File: src/rtl/multiplexor_na1_secuencial.sv
// ---------------------------------------------------------------------------
// multiplexor_na1_secuencial
//
// Registered N-to-1 multiplexer with two operating modes:
// - Manual mode (MODE = 0): the channel picked by SEL is loaded into R.
// - Scan mode (MODE = 1): the block visits every channel in round-robin
//   order and stays on each one for DWELL enabled cycles.
//
// Ports
//   CLK    : clock; every state update happens on the rising edge.
//   RST_N  : synchronous, active-low reset.
//   L      : flattened input channels; channel k is L[k*WIDTH +: WIDTH].
//   SEL    : channel index in manual mode, and the start channel of a scan.
//   MODE   : 0 = manual select, 1 = round-robin scan.
//   EN     : 1 = update / advance; 0 = freeze all state.
//   R      : registered data of the selected channel.
//   CH     : index of the channel currently driving R.
//   VALID  : one-cycle pulse whenever R is loaded from a new channel index.
//   ERR    : set while the manual SEL points past the last channel.
// ---------------------------------------------------------------------------
module multiplexor_na1_secuencial #(
  parameter int WIDTH = 4,
  parameter int N     = 4,
  parameter int SELW  = $clog2(N),
  parameter int DWELL = 4
) (
  input  logic               CLK,
  input  logic               RST_N,
  input  logic [N*WIDTH-1:0] L,
  input  logic [SELW-1:0]    SEL,
  input  logic               MODE,
  input  logic               EN,
  output logic [WIDTH-1:0]   R,
  output logic [SELW-1:0]    CH,
  output logic               VALID,
  output logic               ERR
);

  typedef enum logic {
    ST_MANUAL = 1'b0,
    ST_SCAN   = 1'b1
  } state_t;

  // One bit wider than SEL so that "SEL < N" also works when N is a power of 2.
  localparam logic [SELW:0]   NUM_CH     = (SELW+1)'(N);
  localparam logic [SELW-1:0] LAST_CH    = SELW'(N-1);
  localparam logic [7:0]      DWELL_LAST = 8'(DWELL-1);

  state_t            state_q, state_d;
  logic [WIDTH-1:0]  r_q, r_d;
  logic [SELW-1:0]   ch_q, ch_d;
  logic              valid_q, valid_d;
  logic              err_q, err_d;
  logic [7:0]        dwell_q, dwell_d;

  logic [WIDTH-1:0]  chan [N];
  logic              selOk;
  logic [SELW-1:0]   startCh;

  for (genvar k = 0; k < N; k++) begin : g_unpack
    assign chan[k] = L[k*WIDTH +: WIDTH];
  end

  assign selOk   = ({1'b0, SEL} < NUM_CH);
  assign startCh = selOk ? SEL : '0;

  // State register; reset is synchronous and overrides EN, MODE and SEL.
  always_ff @(posedge CLK) begin
    if (!RST_N) begin
      state_q <= ST_MANUAL;
      r_q     <= '0;
      ch_q    <= '0;
      valid_q <= 1'b0;
      err_q   <= 1'b0;
      dwell_q <= '0;
    end else begin
      state_q <= state_d;
      r_q     <= r_d;
      ch_q    <= ch_d;
      valid_q <= valid_d;
      err_q   <= err_d;
      dwell_q <= dwell_d;
    end
  end

  // Next-state logic. With EN low every register holds and VALID drops.
  // A mode change is handled before any dwell advance, so entering scan
  // always restarts from SEL with a cleared dwell counter. R is loaded from
  // the channel that CH is about to point at, keeping R and CH aligned.
  always_comb begin
    state_d = state_q;
    r_d     = r_q;
    ch_d    = ch_q;
    valid_d = 1'b0;
    err_d   = err_q;
    dwell_d = dwell_q;

    if (EN) begin
      state_d = MODE ? ST_SCAN : ST_MANUAL;
      if (MODE) begin
        err_d = 1'b0;
        if (state_q == ST_MANUAL) begin
          ch_d    = startCh;
          dwell_d = '0;
          valid_d = 1'b1;
        end else if (dwell_q == DWELL_LAST) begin
          dwell_d = '0;
          ch_d    = (ch_q == LAST_CH) ? '0 : ch_q + SELW'(1);
          valid_d = 1'b1;
        end else begin
          dwell_d = dwell_q + 8'd1;
        end
        r_d = chan[ch_d];
      end else begin
        dwell_d = '0;
        if (selOk) begin
          r_d     = chan[SEL];
          ch_d    = SEL;
          err_d   = 1'b0;
          valid_d = (SEL != ch_q);
        end else begin
          err_d = 1'b1;
        end
      end
    end
  end

  assign R     = r_q;
  assign CH    = ch_q;
  assign VALID = valid_q;
  assign ERR   = err_q;

endmodule

File: config.mk
export PLATFORM = sky130hd
export DESIGN_NAME = multiplexor_na1_secuencial
export DESIGN_NICKNAME = d
export VERILOG_FILES = /design/src/rtl/multiplexor_na1_secuencial.sv
export SDC_FILE = /design/constraint.sdc
export NUM_CORES = 1
export LEC_CHECK = 0
export BUFFER_PORTS_ARGS = -buffer_cell sky130_fd_sc_hd__buf_2
export CELL_PAD_IN_SITES_DETAIL_PLACEMENT = 0
export CELL_PAD_IN_SITES_GLOBAL_PLACEMENT = 2
export CORE_MARGIN = 2
export CORE_UTILIZATION = 29
export DETAILED_ROUTE_END_ITERATION = 12
export GPL_TIMING_DRIVEN = 0
export MAX_ROUTING_LAYER = met4
export PLACE_DENSITY = 0.76
export REMOVE_ABC_BUFFERS = 1
export SLEW_MARGIN = 30
export SYNTH_ARGS = -nofsm -noshare
export SYNTH_HDL_FRONTEND = slang
export SYNTH_SLANG_ARGS = --single-unit
File: constraint.sdc
create_clock -name CLK -period 2.9 [get_ports CLK]
set_input_delay 0.435 -clock CLK [delete_from_list [all_inputs] [get_ports CLK]]
set_output_delay 0.435 -clock CLK [all_outputs]
set_load 0.02 [all_outputs]
==> flow_summary.json, run 1 <==
{
  "track_usage_pct": 16.1,
  "root_buffer": "clkbuf_4",
  "syn-cell-area_um2": 1040,
  "start_kind": "flip-flop",
  "ys_seq_elements": 16,
  "yosysWarnings": 0,
  "ioPinCount": 30,
  "post_route_cells_drive_above_1_share_pct": 29.8,
  "crit_path_max_fanout": 6,
  "wirelength_um": 2850,
  "worst_pin_slew_ns": 0.710,
  "synth-seq-area-share_pct": 30.8,
  "cts_setup_buffers": 0,
  "drv_cap": 0,
  "finalClockSkew_ns": 0.00627,
  "synth_ff_type": "dfxtp_1",
  "cts_hold_buf": 0,
  "hpwlAfterDp_um": 2090,
  "first_global_vias": 1034,
  "core_area_um2": 3390,
  "post-place-ws_ns": 0.566,
  "fin_crit_sh_pct": 81.1,
  "dieWidth_um": 63.9,
  "antenna_cells": 0,
  "ant_nets": 0,
  "fill_cells": 362,
  "viasPerCell": 5.37,
  "min_path_type": "in2reg",
  "finalPower_w": 0.000499,
  "slew_viol_final": 0,
  "syn_avg_cell_area_um2": 8.90,
  "place_area_um2": 1200,
  "outcome": "finished, final reports clean",
  "ctsResizeCount": 0,
  "cts_buffers": 3,
  "antenna_found_initial": 0,
  "first_iter_violations": 37,
  "vias": 1004,
  "yosys-top-cells-area": "dfxtp_1 31%, mux4_2 8.7%, o221ai_1 6.7%, xor2_1 6.7%, a21oi_1 4.3%",
  "die_h_um": 63.9,
  "rsz0062_at_grt": "false",
  "critPathKind": "reg2reg",
  "crit_path_end_kind": "flip-flop",
  "hold_viol": 0,
  "synth_top_cell_area_share_pct": 30.8,
  "worstPathArrival_ns": 2.59,
  "period_minus_slack_ns": 2.35,
  "htree_levels": 1,
  "drcViolationCount": 0,
  "wl_per_cell_um": 15.2,
  "slew_headroom_pct": 52.0,
  "final.setup.worst_slack_ns": 0.547,
  "power.density_nw_per_um2": 402,
  "p_leak_nw": 0.487,
  "start_util_pct": 30.7,
  "ir_worst_vdd_v": 0.000126,
  "yosysTopAreaCell": "dfxtp_1",
  "synth_common_cells": "16 x dfxtp_1, 10 x nand2_1, 9 x a21oi_1",
  "synth_edf_count": 0,
  "grt_pass1_wl_um": 5090,
  "fin_setup_tns_ns": 0,
  "clk_latency_ns": 0.29,
  "synth.distinct_cells": 34,
  "place.gp.congestion": 0.765,
  "final_cell_area_um2": 1240,
  "overflow": 0,
  "ys_async_sr_fraction_pct": 0,
  "die-area_um2": 4090,
  "clkSinkCount": 16,
  "port_buffers": 28,
  "setup-violations-final": 0,
  "synthCells": 117,
  "path_clk_slew_ns": 0.11,
  "area_growth_pct": 19.2,
  "multi_input_area_um2": 683,
  "yosysMostFrequentCell": "dfxtp_1",
  "drt_first_pass_iters": 4,
  "fmax_ghz": 0.425,
  "rows": 21,
  "register_area_um2": 320,
  "final_util_pct": 36.6,
  "clockBufferDepth": 2,
  "tritoncts": "yes",
  "crit_required_ns": 3.13,
  "grt_max_degree": 19,
  "nets": 166
}
power breakdown:
part | internal, W | switching, W | total (W)
Combinational | 0.0000462 | 0.0000597 | 0.000106
Clock | 0.0000765 | 0.0000796 | 0.000156
Sequential | 0.000228 | 0.00000833 | 0.000237
Total | 0.000351 | 0.000148 | 0.000499
per-layer routing:
metal / track usage (%) / part of all wire, %
met1: 21.3 / 48
met2: 25.4 / 46
met3: 2.29 / 4.7
met4: 4.89 / 1.1
met5: - / 0
through the flow:
stage / cells / hold slack, ns
3_3_place_gp: 183 / 0.524
3_5_place_dp: 183 / 0.533
6_report: 187 / 0.470
4_1_cts: 187 / 0.456
2_1_floorplan: 109 / 0.492
5_1_grt: 187 / 0.475
registers in the layout (all words and copies together), names as in the netlist:
signal and count:
dwell_q 8, VALID 1, state_q 1, R 4, CH 2
final timing paths:
check,from,endpoint,slack [ns],cells past startpoint
hold reg to reg,R[2],R[2],0.56,2
setup / recovery,dwell_q[0],R[3],0.55,6
setup reg to reg,dwell_q[0],R[3],0.55,6
hold / removal,L[5],R[1],0.47,3
cell families (layout without fill, tap and decap cells):
family | Yosys count | count (layout) | share of synthesized area [%]
and+or+nand+nor | 42 | 42 | 21.9
AOI/OAI and AO/OA | 32 | 32 | 22.6
DFF | 16 | 16 | 30.8
buffers and inverters | 9 | 33 | 3.61
xor gates and xnor gates | 8 | 8 | 6.73
muxes | 7 | 7 | 11.7
adders and majority gates | 2 | 2 | 2.40
other | 1 | 1 | 0.360
cell usage in the layout (no fill, tap or decap), drive strengths merged, types with 2 or more instances in the layout:
cell type,instances
nand3,4
clkbuf,4
nor2,8
or3,5
o221ai,8
mux2i,2
nor3,2
xor2,8
nand2,10
dfxtp,16
a21boi,3
a21oi,9
o21ai,3
ha,2
nand4,4
and3,3
mux4,4
buf,28
o211ai,4
worst max-delay path, cell delays in order, from the launching register on:
cell      delay, ns
dfxtp_1        0.45
ha_1           0.29
or4b_4         0.51
or4_4          0.53
a31oi_4        0.23
o221ai_1       0.15
a21oi_1        0.14
final cells by class:
| cell class | instances | area share, % |
|---|---|---|
| multi-input cells | 92 | 55.0 |
| flip-flops and latches | 16 | 25.8 |
| repair buffers | 28 | 11.3 |
| well taps | 46 | 4.64 |
| clock buffers | 4 | 2.92 |
| inverters | 1 | 0.302 |
Power figures use the tool's default switching activity.
==> run 2: changes to the inputs <==
--- a/config.mk
+++ b/config.mk
@@ -9,11 +9,11 @@
 export CELL_PAD_IN_SITES_DETAIL_PLACEMENT = 0
 export CELL_PAD_IN_SITES_GLOBAL_PLACEMENT = 2
 export CORE_MARGIN = 2
-export CORE_UTILIZATION = 29
+export CORE_UTILIZATION = 26
 export DETAILED_ROUTE_END_ITERATION = 12
 export GPL_TIMING_DRIVEN = 0
 export MAX_ROUTING_LAYER = met4
-export PLACE_DENSITY = 0.76
+export PLACE_DENSITY = 0.72
 export REMOVE_ABC_BUFFERS = 1
 export SLEW_MARGIN = 30
 export SYNTH_ARGS = -nofsm -noshare
==> constraint.sdc (replaced) <==
create_clock -name CLK -period 2.09 [get_ports CLK]
set_input_delay 0.3135 -clock CLK [delete_from_list [all_inputs] [get_ports CLK]]
set_output_delay 0.3135 -clock CLK [all_outputs]
set_load 0.02 [all_outputs]
==> run 2 against run 1 <==
Effect of this change: non-clock buffer count is 6 higher; fmax grew 14%; critical path depth unchanged; clock-buffer cell count stayed put; final cell count rose by 4.3%; largest power group unchanged; via count increased by 4.0%; critical endpoint is now R[2]; sequential share of layout area down 1.7 points.
==> flow_summary.json, run 2 (same netlist as run 1, synthesis figures left out) <==
{
  "outcome": "finished, final reports clean",
  "antenna_cells": 0,
  "place.gp.congestion": 0.730,
  "fmax_ghz": 0.484,
  "crit_required_ns": 2.27,
  "slew_viol_final": 0,
  "clockBufferDepth": 2,
  "start_kind": "flip-flop",
  "area_growth_pct": 30.5,
  "power.density_nw_per_um2": 563,
  "viasPerCell": 5.35,
  "fill_cells": 413,
  "drv_cap": 0,
  "overflow": 0,
  "dieWidth_um": 67.3,
  "cts_hold_buf": 0,
  "power_frac_clock_pct": 36.9,
  "grt_max_degree": 19,
  "vias": 1044,
  "crit_path_end_kind": "flip-flop",
  "critPathKind": "reg2reg",
  "fin_crit_sh_pct": 98.9,
  "p_leak_nw": 0.529,
  "rsz0062_at_grt": "true",
  "grt_pass1_wl_um": 4790,
  "nets": 172,
  "switchingPower_w": 0.000215,
  "wl_per_cell_um": 14.6,
  "use_met2_pct": 23.6,
  "core_area_um2": 3740,
  "final_cell_area_um2": 1360,
  "finalHoldWorstSlack_ns": 0.385,
  "path_clk_slew_ns": 0.07,
  "final_util_pct": 36.3,
  "die_h_um": 67.3,
  "ant_nets": 0,
  "drcViolationCount": 0,
  "die-area_um2": 4530,
  "antenna_found_initial": 0,
  "instances_no_fill": 195,
  "largest_reg_flops": 8,
  "crit_path_max_fanout": 4,
  "met3_usage_pct": 2.00,
  "hold_viol": 0,
  "start_util_pct": 27.8,
  "worstPathArrival_ns": 2.25,
  "setup-violations-final": 0,
  "drt_first_pass_iters": 4,
  "place_area_um2": 1210,
  "finalClockSkew_ns": 0.00289,
  "comb_power_share_pct": 20.5,
  "layout_common_cells": "28 x buf_2, 14 x dfxtp_1, 10 x nand2_1",
  "layout_commonest_cell": "buf_2",
  "hpwlAfterDp_um": 2020,
  "period_minus_slack_ns": 2.07,
  "ioPinCount": 30,
  "cts_buffers": 3,
  "htree_levels": 1,
  "busiest_layer": "met2",
  "clkSinkCount": 16,
  "regMostFlops": "dwell_q",
  "port_buffers": 28,
  "dp_cells": 185,
  "grt_use_met1_pct": 18.2,
  "first_iter_violations": 41,
  "internal-power_w": 0.000551,
  "track_usage_pct": 14.5,
  "min_path_type": "in2reg",
  "seqPwrFrac_pct": 42.6,
  "clk_latency_ns": 0.25,
  "tritoncts": "yes",
  "root_buffer": "clkbuf_8",
  "rows": 22,
  "switching_share_pct": 28.1,
  "wirelength_um": 2850,
  "ir_worst_vdd_v": 0.000176,
  "post_route_cells_drive_above_1_share_pct": 38.1,
  "first_global_vias": 1030
}
[run 2: changes by cell type in the layout (fill, tap and decap cells not counted), sizes merged]
cell	delta
buf	+6
[run 2: power by group through the flow]
| stage | combinational (W) | clock (W) | sequential, W |
|---|---|---|---|
| floorplan | 0.0000703 | 0 | 0.000347 |
| global placement | 0.000146 | 0 | 0.000335 |
| detailed placement | 0.000146 | 0 | 0.000336 |
| CTS | 0.000155 | 0.000292 | 0.000326 |
| global route | 0.000172 | 0.000306 | 0.000328 |
| finish | 0.000157 | 0.000282 | 0.000326 |
[run 2: layer usage]
metal / routed length, µm / vias up
met5: 0 / -
met4: 21 / 0
met3: 79 / 2
met2: 1330 / 13
met1: 1420 / 523
li1: - / 506
[run 2: worst max-delay path, stage by stage (launching register included)]
cell and delay, ns:
dfxtp_4 0.36, ha_4 0.13, or4b_4 0.46, or4_4 0.53, a31oi_4 0.26, o221ai_2 0.13
a21oi_1 0.14
[run 2: cell type report]
class | count | area, µm² | share of cell area, %
flip-flops and latches | 16 | 328 | 24.1
repair buffers | 34 | 185 | 13.6
well taps | 48 | 60.1 | 4.42
clock buffers | 4 | 55.1 | 4.05
multi-input cells | 92 | 727 | 53.5
inverters | 1 | 3.75 | 0.276
[run 2: final timing paths]
kind | from | end | slack (ns) | cells past startpoint
min | L[5] | R[1] | 0.39 | 3
max reg2reg | dwell_q[1] | R[2] | 0.02 | 6
max | dwell_q[1] | R[2] | 0.02 | 6
min reg2reg | R[1] | R[1] | 0.55 | 2
[run 2: repair_timing]
item                                    4_1_cts  5_1_grt
endpoints found under the setup margin        5       10
gates cloned                                  0        0
buffers inserted                              3        3
pin swaps                                     4        4
gates resized for setup                      10        2
[run 2: metrics by stage]
stage	TNS (ns)	total power (W)	worst slack, ns
finish	0	0.000766	0.0238
global route	-0.195	0.000806	-0.0740
CTS	-0.258	0.000773	-0.0886
detailed placement	-0.912	0.000482	-0.235
global placement	-1.00	0.000481	-0.257
floorplan	-0.0491	0.000417	-0.0123
==> run 3: changes to the inputs <==
--- a/config.mk
+++ b/config.mk
@@ -9,11 +9,12 @@
 export CELL_PAD_IN_SITES_DETAIL_PLACEMENT = 0
 export CELL_PAD_IN_SITES_GLOBAL_PLACEMENT = 2
 export CORE_MARGIN = 2
-export CORE_UTILIZATION = 26
+export CORE_UTILIZATION = 28
+export CTS_BUF_LIST = sky130_fd_sc_hd__clkbuf_8
 export DETAILED_ROUTE_END_ITERATION = 12
 export GPL_TIMING_DRIVEN = 0
 export MAX_ROUTING_LAYER = met4
-export PLACE_DENSITY = 0.72
+export PLACE_DENSITY = 0.76
 export REMOVE_ABC_BUFFERS = 1
 export SLEW_MARGIN = 30
 export SYNTH_ARGS = -nofsm -noshare
==> run 3 against run 2 <==
Effect of this change: the run now ends with negative setup slack left; critical path type unchanged; non-clock buffer count is 1 lower; first-iteration DRC count is 27% lower; register-to-register slack worse by 0.03 ns.
==> flow_summary.json, run 3 (same netlist as run 1, synthesis figures left out) <==
{
  "post-place-ws_ns": -0.224,
  "htree_levels": 1,
  "clk_latency_ns": 0.25,
  "crit_required_ns": 2.28,
  "grt_pass1_wl_um": 4920,
  "port_buffers": 28,
  "crit_path_max_fanout": 4,
  "power_frac_clock_pct": 36.9,
  "finalClockSkew_ns": 0.00161,
  "finalHoldWorstSlack_ns": 0.378,
  "dp_cells": 185,
  "nets": 171,
  "ff2ff_path_depth": 6,
  "post_route_cells_drive_above_1_share_pct": 38.4,
  "min_path_type": "in2reg",
  "outcome": "complete, but fails checks",
  "reg2reg_slack_ns": -0.002,
  "clockBufferDepth": 2,
  "fin_crit_sh_pct": 100,
  "first_global_vias": 1059,
  "viasPerCell": 5.29,
  "start_kind": "flip-flop",
  "die-area_um2": 4220,
  "core_area_um2": 3610,
  "overflow": 0,
  "crit_path_end_kind": "flip-flop",
  "vias": 1026,
  "path_clk_slew_ns": 0.06,
  "drt_first_pass_iters": 4,
  "grt_max_degree": 19,
  "hpwlAfterDp_um": 1970,
  "seqPwrFrac_pct": 42.7,
  "rsz0062_at_grt": "true",
  "worstHoldStart": "L[7]",
  "p_leak_nw": 0.525,
  "multi_input_area_um2": 731,
  "ioPinCount": 30,
  "first_iter_violations": 30,
  "rows": 22,
  "slew_viol_final": 0,
  "ir_worst_vdd_v": 0.000205,
  "dieWidth_um": 65.0,
  "layout_commonest_cell": "buf_2",
  "hold_depth": 3,
  "fill_cells": 396,
  "die_h_um": 65.0,
  "antenna_cells": 0,
  "hold-path-endpoint": "R[3]",
  "drcViolationCount": 0,
  "antenna_found_initial": 0,
  "rr_startpoint": "dwell_q[0]",
  "ant_nets": 0,
  "drv_cap": 0,
  "fmax_ghz": 0.478,
  "clkSinkCount": 16,
  "setup-violations-final": 1,
  "register_area_um2": 328,
  "instances_no_fill": 194,
  "place_area_um2": 1210,
  "wirelength_um": 2740,
  "layout_common_cells": "28 x buf_2, 14 x dfxtp_1, 10 x nand2_1",
  "r2r-end": "R[1]",
  "wl_per_cell_um": 14.1,
  "final.setup.worst_slack_ns": -0.00180,
  "critPathKind": "reg2reg",
  "period_minus_slack_ns": 2.09,
  "final_util_pct": 37.6,
  "area_growth_pct": 30.2,
  "comb_power_share_pct": 20.4,
  "violations": "negative setup slack",
  "switchingPower_w": 0.000213,
  "largest_reg_flops": 8,
  "root_buffer": "clkbuf_8",
  "place.gp.congestion": 0.722,
  "internal-power_w": 0.000551,
  "cts_buffers": 3,
  "start_util_pct": 28.9,
  "power.density_nw_per_um2": 564,
  "regMostFlops": "dwell_q",
  "final_cell_area_um2": 1360,
  "hold_viol": 0,
  "switching_share_pct": 27.8,
  "tritoncts": "yes",
  "track_usage_pct": 15.0,
  "worstPathArrival_ns": 2.28
}
==> run 3: changes by cell type in the layout (fill, tap and decap cells not counted) <==
cell | previous run | this run
a21oi_1 | 9 | 8
a21oi_2 | 0 | 1
buf_4 | 6 | 5
==> run 3: per-stage QoR <==
step,TNS [ns],power (W)
finish,-0.00180,0.000764
global route,-0.296,0.000806
CTS,-0.0550,0.000770
detailed placement,-0.889,0.000482
global placement,-0.909,0.000480
floorplan,-0.0491,0.000417
==> run 3: repair_timing <==
action | in CTS | in global routing
pin swaps | 5 | 4
setup endpoints to repair | 5 | 10
gates cloned | 0 | 0
resized for setup | 10 | 3
buffers inserted | 4 | 1
hold buffers | 0 | 0
==> run 3: layer usage <==
metal | part of all wire [%] | up-vias | routed length [µm] | global-route usage, %
li1 | - | 504 | - | -
met1 | 47 | 493 | 1280 | 19.4
met2 | 47 | 24 | 1290 | 24.5
met3 | 4.6 | 5 | 125 | 2.43
met4 | 1.4 | 0 | 38 | 3.99
met5 | 0 | - | 0 | -
==> run 3: how the worst max path moves through the flow <==
stage | from | end | depth (start not counted)
final | dwell_q[0] | R[1] | 6
after detailed placement | dwell_q[0] | R[1] | 6
after CTS | dwell_q[1] | R[1] | 6
after floorplan | dwell_q[0] | R[0] | 6
after global routing | dwell_q[0] | R[1] | 6
after global placement | dwell_q[0] | R[1] | 6
==> run 3: critical path: stages (launching register included) <==
cell and delay, ns:
dfxtp_4 0.36, ha_4 0.13, or4b_4 0.46, or4_4 0.53
a31oi_4 0.27, o221ai_2 0.15, a21oi_2 0.13
==> run 3: layout make-up <==
class / instances / area share (%)
Multi-Input combinational cell: 92 / 53.9
Sequential cell: 16 / 24.2
Timing Repair Buffer: 33 / 13.1
Tap cell: 48 / 4.43
Clock buffer: 4 / 4.06
Inverter: 1 / 0.277
==> run 3: power groups by stage <==
stage	Sequential, W	Clock, W	Combinational (W)
after detailed placement	0.000336	0	0.000146
after floorplan	0.000347	0	0.0000703
after CTS	0.000326	0.000288	0.000156
final	0.000326	0.000282	0.000156
after global placement	0.000335	0	0.000145
after global routing	0.000328	0.000304	0.000174
